File: config.mk
export PLATFORM = sky130hd
export DESIGN_NAME = word_unpacker
export DESIGN_NICKNAME = d
export VERILOG_FILES = /design/src/rtl/unpack_pkg.sv /design/src/rtl/unpack_byte_mux.sv /design/src/rtl/word_unpacker.sv
export SDC_FILE = /design/constraint.sdc
export NUM_CORES = 1
export LEC_CHECK = 0
export CAP_MARGIN = 20
export CORE_ASPECT_RATIO = 1.1
export CORE_UTILIZATION = 25
export DETAILED_ROUTE_END_ITERATION = 16
export DONT_BUFFER_PORTS = 1
export SLEW_MARGIN = 20
export SYNTH_ARGS = -nofsm -noshare
export SYNTH_HDL_FRONTEND = slang
export SYNTH_SLANG_ARGS = --single-unit
File: constraint.sdc
create_clock -name clock -period 2.6 [get_ports clock]
set_input_delay 0.26 -clock clock [delete_from_list [all_inputs] [get_ports clock]]
set_output_delay 0.26 -clock clock [all_outputs]
set_load 0.02 [all_outputs]
File: src/rtl/unpack_pkg.sv
// Shared constants and types for the word-to-byte unpacker.
// State encoding, default widths and the derived lane/index sizes.
package unpack_pkg;

   function automatic int idx_bits(input int ratio);
      return (ratio > 1) ? $clog2(ratio) : 1;
   endfunction

   localparam int WORD_WIDTH_DEF = 32;
   localparam int BYTE_WIDTH_DEF = 8;
   localparam int RATIO = WORD_WIDTH_DEF / BYTE_WIDTH_DEF;
   localparam int IDX_WIDTH = idx_bits(RATIO);

   typedef enum logic [1:0] {
      S_IDLE = 2'd0,
      S_EMIT = 2'd1
   } state_t;

endpackage

File: src/rtl/unpack_byte_mux.sv
// Selects one BYTE_WIDTH lane of a word by lane index.
// Lane 0 is the least-significant byte.
module unpack_byte_mux #(
   parameter int WORD_WIDTH = 32,
   parameter int BYTE_WIDTH = 8,
   parameter int IDX_WIDTH  = 2
) (
   input  logic [WORD_WIDTH-1:0] word,
   input  logic [IDX_WIDTH-1:0]  idx,
   output logic [BYTE_WIDTH-1:0] sym
);

   localparam int LANES = WORD_WIDTH / BYTE_WIDTH;

   // one-hot compare per lane keeps out-of-range indices at zero
   always_comb begin
      sym = '0;
      for (int i = 0; i < LANES; i++) begin
         if (idx == IDX_WIDTH'(i)) begin
            sym = word[i*BYTE_WIDTH +: BYTE_WIDTH];
         end
      end
   end

endmodule

File: src/rtl/word_unpacker.sv
// Pops words from a FWFT FIFO and pushes them LSB-first as bytes.
// Optional counters are built when UNPACK_STATS_EN is defined.
module word_unpacker
   import unpack_pkg::*;
#(
   parameter int WORD_WIDTH = 32,
   parameter int BYTE_WIDTH = 8
) (
   input  logic                  clock,
   input  logic                  reset,
   output logic                  fifo_in_rd_en,
   input  logic [WORD_WIDTH-1:0] fifo_in_dout,
   input  logic                  fifo_in_empty,
   output logic                  fifo_out_wr_en,
   output logic [BYTE_WIDTH-1:0] fifo_out_din,
   input  logic                  fifo_out_full
`ifdef UNPACK_STATS_EN
   ,
   output logic [31:0]           byte_count,
   output logic [31:0]           word_count
`endif
);

   localparam int LANES = WORD_WIDTH / BYTE_WIDTH;
   localparam int IW = idx_bits(LANES);
   localparam logic [IW-1:0] LAST = IW'(LANES - 1);

   state_t                state;
   state_t                state_nx;
   logic [WORD_WIDTH-1:0] word;
   logic [WORD_WIDTH-1:0] word_nx;
   logic [IW-1:0]         idx;
   logic [IW-1:0]         idx_nx;
   logic                  rd;
   logic                  wr;
   logic [BYTE_WIDTH-1:0] sym;

   unpack_byte_mux #(
      .WORD_WIDTH (WORD_WIDTH),
      .BYTE_WIDTH (BYTE_WIDTH),
      .IDX_WIDTH  (IW)
   ) u_mux (
      .word (word),
      .idx  (idx),
      .sym  (sym)
   );

   // state, held word and lane index registers
   always_ff @(posedge clock or posedge reset) begin
      if (reset) begin
         state <= S_IDLE;
         word  <= '0;
         idx   <= '0;
      end else begin
         state <= state_nx;
         word  <= word_nx;
         idx   <= idx_nx;
      end
   end

   // next-state and handshake decode; last byte may overlap next pop
   always_comb begin
      state_nx = state;
      word_nx  = word;
      idx_nx   = idx;
      rd       = 1'b0;
      wr       = 1'b0;
      case (state)
         S_IDLE: begin
            if (!fifo_in_empty) begin
               rd       = 1'b1;
               word_nx  = fifo_in_dout;
               idx_nx   = '0;
               state_nx = S_EMIT;
            end
         end
         S_EMIT: begin
            if (!fifo_out_full) begin
               wr = 1'b1;
               if (idx == LAST) begin
                  if (!fifo_in_empty) begin
                     rd      = 1'b1;
                     word_nx = fifo_in_dout;
                     idx_nx  = '0;
                  end else begin
                     state_nx = S_IDLE;
                  end
               end else begin
                  idx_nx = idx + IW'(1);
               end
            end
         end
         default: begin
            state_nx = S_IDLE;
         end
      endcase
   end

   // outputs forced quiet while reset is held
   always_comb begin
      fifo_in_rd_en  = reset ? 1'b0 : rd;
      fifo_out_wr_en = reset ? 1'b0 : wr;
      fifo_out_din   = reset ? '0 : sym;
   end

`ifdef UNPACK_STATS_EN
   // free-running traffic counters, wrap at 2^32
   always_ff @(posedge clock or posedge reset) begin
      if (reset) begin
         byte_count <= '0;
         word_count <= '0;
      end else begin
         if (wr) byte_count <= byte_count + 32'd1;
         if (rd) word_count <= word_count + 32'd1;
      end
   end
`endif

endmodule

**After elaboration in Yosys (flattened, before gate mapping)**

Index checks and enable logic that the tools add are counted.

- Add/sub/neg operators: 1
- Reductions and logical operators: 6
- Eq/ne operators: 8
- Multiplexer cells: 26

Operators with widths:

| kind | count |
|---|---|
| $mux W32 | 3 |
| $pmux W32 S2 | 1 |
| $mux W8 | 5 |
| $mux W2 | 7 |
| $ne A2 B2 Y1 const B | 4 |
| $pmux W2 S2 | 2 |
| $mux W1 | 7 |
| $eq A2 B1 Y1 const B | 2 |
| $eq A2 B2 Y1 const B | 2 |
| $logic_not A2 Y1 | 2 |
| $reduce_and A4 Y1 | 1 |
| $reduce_and A3 Y1 | 1 |
| $add A2 B1 Y2 const B | 1 |
| $pmux W1 S2 | 1 |
| $reduce_and A2 Y1 | 1 |
| $reduce_bool A2 Y1 | 1 |

- Input port bits: 36
- Flip-flop bits (word level): 36
- Word-level logic and storage cells: 44

**Longest topological paths before layout**

Gate-level depths: netlist of the first run.

- Depth after elaboration: 6
- Mapped depth: 7
- Depth with buffers taken out: 5

**Modules after synthesis**

A second synthesis of the first run with hierarchy kept.

- Cell total of the unflattened synthesis: 109
- Area total of the unflattened synthesis: 1672.9 um^2

By module, submodules not included:

| module | area each (um^2) | cells each | times used |
|---|---|---|---|
| word_unpacker | 1476.4 | 99 | 1 |
| unpack_byte_mux | 196.4 | 10 | 1 |

**Worst setup path before layout of the first run**

No wires, ideal clock.

- Path kind: input to output
- Start point: input reset
- End point: output fifo_out_din[0]
- Cell stages on the path: 4
- Slack: 92 ps
- Arrival time: 2248 ps
- Buffers on the path: 1
- Cells stage by stage: clkbuf_1 > inv_1 > nand2_1 > o32ai_1

- Longest elaborated chain between the ends: 1

Ends and longest elaborated chain:

| item | RTL line | source |
|---|---|---|
| start: declaration | word_unpacker.sv:10 | `input logic reset,` |
| $mux W8 | word_unpacker.sv:103 | `fifo_out_din = reset ? '0 : sym;` |
| end: declaration | word_unpacker.sv:15 | `output logic [BYTE_WIDTH-1:0] fifo_out_din,` |

No other way between the ends.

**Worst setup path after layout of the first run**

- Start point: register idx[1]
- End point: output fifo_out_din[1]

- Longest elaborated chain between the ends: 6
- Elaborated cells between the ends (all ways): 9
- Classes of those cells: 3 x eq/ne; 5 x mux; 1 x reduce/logical

Ends and longest elaborated chain:

| item | RTL line | source |
|---|---|---|
| start: declaration | word_unpacker.sv:32 | `logic [IW-1:0] idx;` |
| start signal: assignment | word_unpacker.sv:57 | `idx <= idx_nx;` |
| $logic_not A2 Y1 | unpack_byte_mux.sv:19 | `if (idx == IDX_WIDTH'(i)) begin` |
| $mux W8 (3 in series) | unpack_byte_mux.sv:19 |  |
| $mux W8 (*) | unpack_byte_mux.sv:19 |  |
| $mux W8 (*) | word_unpacker.sv:103 |  |

Mark *: on every way between the ends. The rest lies on a longest branch, timed or not.

==> results of run 1 <==
[path summary, 6_finish.rpt]
path,cells after the start,startpoint,slack [ps],endpoint
hold reg to reg,1,word[30],510,word[30]
hold / removal,2,reset,-8,word[16]
max in group asynchronous,2,reset,2270,word[9]
min in group clock,1,fifo_in_empty,50,state[0]
setup / recovery,6,idx[1],250,fifo_out_din[1]
setup reg to reg,5,idx[1],730,word[7]
[kinds of logic (layout without fill, tap and decap cells)]
kind of cell,count (synthesis),in the layout,share of synthesized area (%)
AND/OR/NAND/NOR,25,25,8.038
adder cells (fa/ha/maj),4,4,2.950
buffers and inverters,12,22,4.351
flip-flops,35,35,51.62
AO/OA/AOI/OAI,21,21,11.14
multiplexers,33,33,21.90
[layout by cell type, fill, tap and decap left out]
master / Yosys / final
clkbuf_8: 0 / 6
buf_4: 1 / 10
mux2_2: 33 / 33
nor2_1: 1 / 1
nor2b_1: 10 / 9
o32ai_1: 7 / 7
buf_12: 0 / 1
a221oi_1: 8 / 8
dfrtp_1: 35 / 35
o31ai_1: 1 / 1
a22o_1: 3 / 3
inv_1: 4 / 4
and2_1: 1 / 1
ha_1: 4 / 4
clkinv_2: 0 / 1
nand3_1: 1 / 1
nand2_1: 10 / 10
a21boi_0: 1 / 1
nor2b_2: 0 / 1
nand2b_4: 1 / 1
a21oi_4: 1 / 1
nor3b_1: 1 / 1
[per-layer routing]
| metal | wire [microns] | share of wire [%] | vias to the layer above | global-route usage (%) |
|---|---|---|---|---|
| met1 | 1694 | 46 | 520 | 14.20 |
| met2 | 1713 | 47 | 42 | 16.80 |
| met3 | 216 | 5.9 | 6 | 3.918 |
| met4 | 40 | 1.1 | 0 | 3.409 |
| met5 | 0 | 0 | - | 0 |
| li1 | - | - | 492 | - |
[cell usage after synthesis (all sizes together), types with 2 or more instances]
library cell  number  area [sq um]
a221oi             8         70.07
a22o               3         26.28
buf                6         51.30
clkbuf             2         7.510
dfrtp             35         875.8
ha                 4         50.05
inv                4         15.01
mux2              33         371.6
nand2             10         37.54
nor2b             10         62.56
o32ai              7         61.31
[area by class of cell]
class	count	share of cell area [%]
flip-flops and latches	35	45.48
multi-input cells	83	38.92
well taps	82	5.328
repair buffers	11	4.938
clock buffers	6	4.288
inverters	4	0.7797
clock inverters	1	0.2599
[repair_timing]
action	in CTS	in global routing
resized for setup	0	1
hold endpoints to repair	0	0
endpoints found under the setup margin	0	2
setup buffers	0	0
[state kept, by name (all words and copies together), names as in the netlist]
register,count
idx,2
state,1
word,32
[power by group through the flow]
stage | clock network [mW] | logic (mW) | registers (mW)
3_3_place_gp | 0 | 0.976 | 0.992
2_1_floorplan | 0 | 0.781 | 0.931
4_1_cts | 0.403 | 0.997 | 0.987
5_1_grt | 0.423 | 1.07 | 1.02
3_5_place_dp | 0 | 0.994 | 0.994
6_report | 0.390 | 0.990 | 0.985
==> results.toml, run 1 <==
[status]
status = "finished with violations"
violations = "negative hold slack"

[synthesis]
async_reset_ff_share_pct = 100.0
synth_warnings = 0
synth-edff-count = 0
synth_seq_cells = 35
synthCells = 130
ys.flop_type = "dfrtp_1"
syn_avg_cell_area_sq_um = 13.05
syn_area_sq_um = 1697
synth_nets = 170
ys_types = 21
yosysSeqAreaShare_pct = 51.62

[pwr]
p_sw_mw = 0.8138
seqPwrFrac_pct = 41.6
p_leak_nw = 0.7902
irDropWorstVdd_uv = 515.7
p_total_mw = 2.365
switching_share_pct = 34.41
internal_power_mw = 1.551
combPwrFrac_pct = 41.9
power_density_nw_per_um2 = 1228
pwr-share-clk_pct = 16.5

[worst_hold_path]
min-delay-path-class = "input pin to asynchronous set/reset pin"

[global_routing]
grt_use_total_pct = 10.88
grt_max_degree = 38
grt_pass1_vias = 1055
grt.overflow.total = 0
grt_pass1_wl_mm = 5.678
antenna_found_initial = 0

[timing]
clock_skew_ps = 8.077
finalHoldViolCount = 10
finalMaxSlewViolations = 0
fin_hold_ws_ps = -7.592
finalCriticalPeriod_ps = 2348
finalCritPeriodShare_pct = 90.31
finalWorstSetupSlack_ps = 251.9
tns_ps = 0
grt_setup_unrepaired = "false"
worst_pin_slew_ps = 654.8
max_slew_margin_pct = 56.25
finalSetupViolations = 0
max_freq_ghz = 0.4259

[critical_path]
path_cells = "inv_1 > ha_1 > nor2b_2 > a221oi_1 > o32ai_1 > buf_4"
cpPeakStageDelay_ps = 410
slowest_stage = "dfrtp_1"
cp_max_fo = 10
path_delay_family = "compound AO/OA/AOI/OAI gates"
cp.required_ps = 2340
crit_type = "flip-flop to primary output"
end_kind = "primary output"
crit_buf_inv = 2
worstSetupStartpointType = "flip-flop"
crit_arrival_ps = 2090

[cts]
worst_skew_pair.late_latency_ps = 280
cts_tree = "done"
numCtsBuffers = 5
cts.clk_slew.worst_paths_ps = 70
clock_sinks = 35
cts_hold_buffers = 0
h-tree-depth = 2
root_buffer = "clkbuf_8"
cts_buffer_depth = 2

[route]
drt_iter0_drc = 33
vias = 1060
firstDrtPassIters = 4
drc = 0
wl_mm = 3.665
vias_per_cell = 4.775
ant_nets = 0
wire_per_inst_microns = 16.51

[placement]
place_congestion = 0.7488
preCtsSetupSlack_ps = 422.2
place_area_sq_um = 1836
dp.cells = 215
io_buffer_count = 0
hpwl_mm = 2.839

[floorplanning]
die_y_microns = 88.40
num_rows = 31
boundaryPins = 46
fp.dieW_microns = 80.55
coreArea_sq_um = 6555
die_area_sq_um = 7120
start_util_pct = 25.88

[layout]
final_cell_area_sq_um = 1926
register_area_sq_um = 875.8
final_layout_size_suffix_gt1_share_pct = 38.57
final_util_pct = 29.38
fill_cells = 667
area_growth_pct = 13.50
stdcell_count = 222
finish.net_count = 180
diodes = 0
multi_input_area_sq_um = 749.5

[run]
maxCapViolCount = 0
No activity file was read; power rests on OpenSTA's default activity.
==> inputs of run 2 (changes only) <==
--- a/config.mk
+++ b/config.mk
@@ -6,10 +6,14 @@
 export NUM_CORES = 1
 export LEC_CHECK = 0
 export CAP_MARGIN = 20
+export CELL_PAD_IN_SITES_DETAIL_PLACEMENT = 1
+export CELL_PAD_IN_SITES_GLOBAL_PLACEMENT = 2
 export CORE_ASPECT_RATIO = 1.1
 export CORE_UTILIZATION = 25
 export DETAILED_ROUTE_END_ITERATION = 16
 export DONT_BUFFER_PORTS = 1
+export GPL_TIMING_DRIVEN = 0
+export PLACE_DENSITY_LB_ADDON = 0.1
 export SLEW_MARGIN = 20
 export SYNTH_ARGS = -nofsm -noshare
 export SYNTH_HDL_FRONTEND = slang
==> run 2 against run 1 <==
Effect of this change:
- the run now ends clean
- die area unchanged
- register-to-register slack better by 150 ps
- clock power grew 29%
- fmax decreased by 1.7%
- wire length is 12% higher
- hold slack better by 44 ps
- global-route usage up 1.8 points
- sequential share of layout area decreased by 1.5 points
- count of clock-buffer cells in the layout fell by 1
- core utilization up 0.99 points
- flip-flop and latch count is the same
- largest cell class unchanged
- highest routed layer unchanged
==> results.toml, run 2 (synthesis gave the netlist of run 1 again) <==
[status]
status = "complete, no violations"

[critical_path]
crit_type = "flip-flop to primary output"
cpPeakStageDelay_ps = 510
slowest_stage = "o32ai_2"
path_cells = "inv_1 > ha_1 > buf_2 > nor2b_1 > buf_2 > a221oi_1 > o32ai_2"
end_kind = "primary output"
ff2ff_path_depth = 5
path_delay_family = "compound AO/OA/AOI/OAI gates"
crit_arrival_ps = 2130
r2r_end = "word[6]"
r2r_start = "idx[1]"
cp_max_fo = 10
worstSetupStartpointType = "flip-flop"
cp.required_ps = 2340
rrSetupSlack_ps = 880
crit_buf_inv = 3
path_common_cell = "buf_2"

[timing]
clock_skew_ps = 6.569
worst_pin_slew_ps = 679.7
finalCriticalPeriod_ps = 2389
grt_setup_unrepaired = "false"
finalHoldViolCount = 0
max_slew_margin_pct = 54.59
finalCritPeriodShare_pct = 91.88
finalMaxSlewViolations = 0
max_freq_ghz = 0.4186
finalSetupViolations = 0

[placement]
io_buffer_count = 0
place_congestion = 0.6658
dp.cells = 213
hpwl_mm = 3.189

[worst_hold_path]
hp-start = "fifo_in_empty"
min_to = "state[0]"
min-delay-path-class = "input pin to flip-flop"
holdPathStages = 1

[layout]
fill_cells = 699
final_layout_size_suffix_gt1_share_pct = 43.17
regMostFlops = "word"
final_util_pct = 30.37
area_growth_pct = 17.33
diodes = 0
stdcell_count = 221
layout_commonest_cell = "dfrtp_1"
most-common-layout-cells = "dfrtp_1, mux2_2, nand2_1, nor2b_1, a221oi_1"
finish.net_count = 178
top_regs = "word (32), idx (2), state (1)"
largest_reg_flops = 32

[route]
wire_per_inst_microns = 18.57
firstDrtPassIters = 6
wl_mm = 4.105
vias = 1066
vias_per_cell = 4.824
drc = 0
ant_nets = 0
drt_iter0_drc = 53

[pwr]
p_sw_mw = 0.8937
combPwrFrac_pct = 40.4
irDropWorstVdd_uv = 397.5
seqPwrFrac_pct = 39.4
pwr-share-clk_pct = 20.1
switching_share_pct = 35.82
power_density_nw_per_um2 = 1254
internal_power_mw = 1.602
p_leak_nw = 0.8029

[cts]
clock_sinks = 35
worst_skew_pair.late_latency_ps = 290
cts_hold_buffers = 0
root_buffer = "clkbuf_8"
cts_buffer_depth = 2
cts.clk_slew.worst_paths_ps = 80
cts_tree = "done"
h-tree-depth = 2
numCtsBuffers = 5

[floorplanning]
num_rows = 31
boundaryPins = 46
die_area_sq_um = 7120
fp.dieW_microns = 80.55
coreArea_sq_um = 6555
die_y_microns = 88.40
start_util_pct = 25.88

[global_routing]
grt_max_degree = 26
grt_pass1_wl_mm = 6.575
grt_pass1_vias = 1216
grt_use_total_pct = 12.66
grt.overflow.total = 0
antenna_found_initial = 0

[run]
maxCapViolCount = 0
## run 2: cell count changes in the layout (fill, tap and decap cells not counted), moves of 2 or more
cell / previous run / this run
buf_2: 0 / 2
o32ai_2: 0 / 7
o32ai_1: 7 / 0
buf_4: 10 / 1
buf_6: 0 / 3
## run 2: area by class of cell
| class | count | area, sq um | area share [%] |
|---|---|---|---|
| Sequential cell | 35 | 875.8 | 44.00 |
| Multi-Input combinational cell | 83 | 804.5 | 40.41 |
| Tap cell | 82 | 102.6 | 5.154 |
| Clock buffer | 5 | 68.82 | 3.457 |
| Buffer | 8 | 60.06 | 3.017 |
| Clock inverter | 3 | 43.79 | 2.200 |
| Timing Repair Buffer | 1 | 20.02 | 1.006 |
| Inverter | 4 | 15.01 | 0.7542 |
## run 2: how the worst max path moves through the flow
stage / from / end / slack, ps / cells after the start
after global placement: reset / fifo_out_din[6] / -730 / 4
final: idx[1] / fifo_out_din[0] / 210 / 7
after floorplan: reset / fifo_out_din[0] / 90 / 4
after global routing: idx[1] / fifo_out_din[0] / 50 / 7
after detailed placement: idx[0] / fifo_out_din[1] / 200 / 5
after CTS: idx[0] / fifo_out_din[1] / 90 / 5
## run 2: metrics by stage
step / setup slack, ps / hold WS [ps] / setup TNS (ps) / area, sq um / power (mW)
CTS: 92.30 / 23.91 / 0 / 1989 / 2.544
finish: 211.2 / 36.70 / 0 / 1991 / 2.495
detailed placement: 196.3 / 339.2 / 0 / 1819 / 1.961
floorplan: 91.77 / 328.5 / 0 / 1697 / 1.712
global placement: -726.6 / 334.2 / -5676 / 1799 / 1.927
global route: 50.42 / 26.86 / 0 / 1991 / 2.675
## run 2: per-layer routing
| metal | track usage [%] | share of wire (%) | vias to the layer above |
|---|---|---|---|
| met3 | 5.773 | 7.6 | 6 |
| met5 | 0 | 0 | - |
| met2 | 19.72 | 48 | 31 |
| li1 | - | - | 491 |
| met4 | 4.870 | 1.3 | 0 |
| met1 | 15.27 | 43 | 538 |
## run 2: what timing repair did
item	in CTS	in global routing
pin swaps	0	0
cloned	0	0
endpoints found under the hold margin	0	0
resized for setup	8	2
setup endpoints to repair	8	4
setup buffers	0	0
## run 2: power by group through the flow
stage                     Clock (mW)  Combinational (mW)  Sequential (mW)
after global routing           0.541                1.11             1.03
after floorplan                    0               0.781            0.931
after detailed placement           0               0.958             1.00
after global placement             0               0.935            0.992
final                          0.502                1.01            0.984
after CTS                      0.519                1.03            0.992
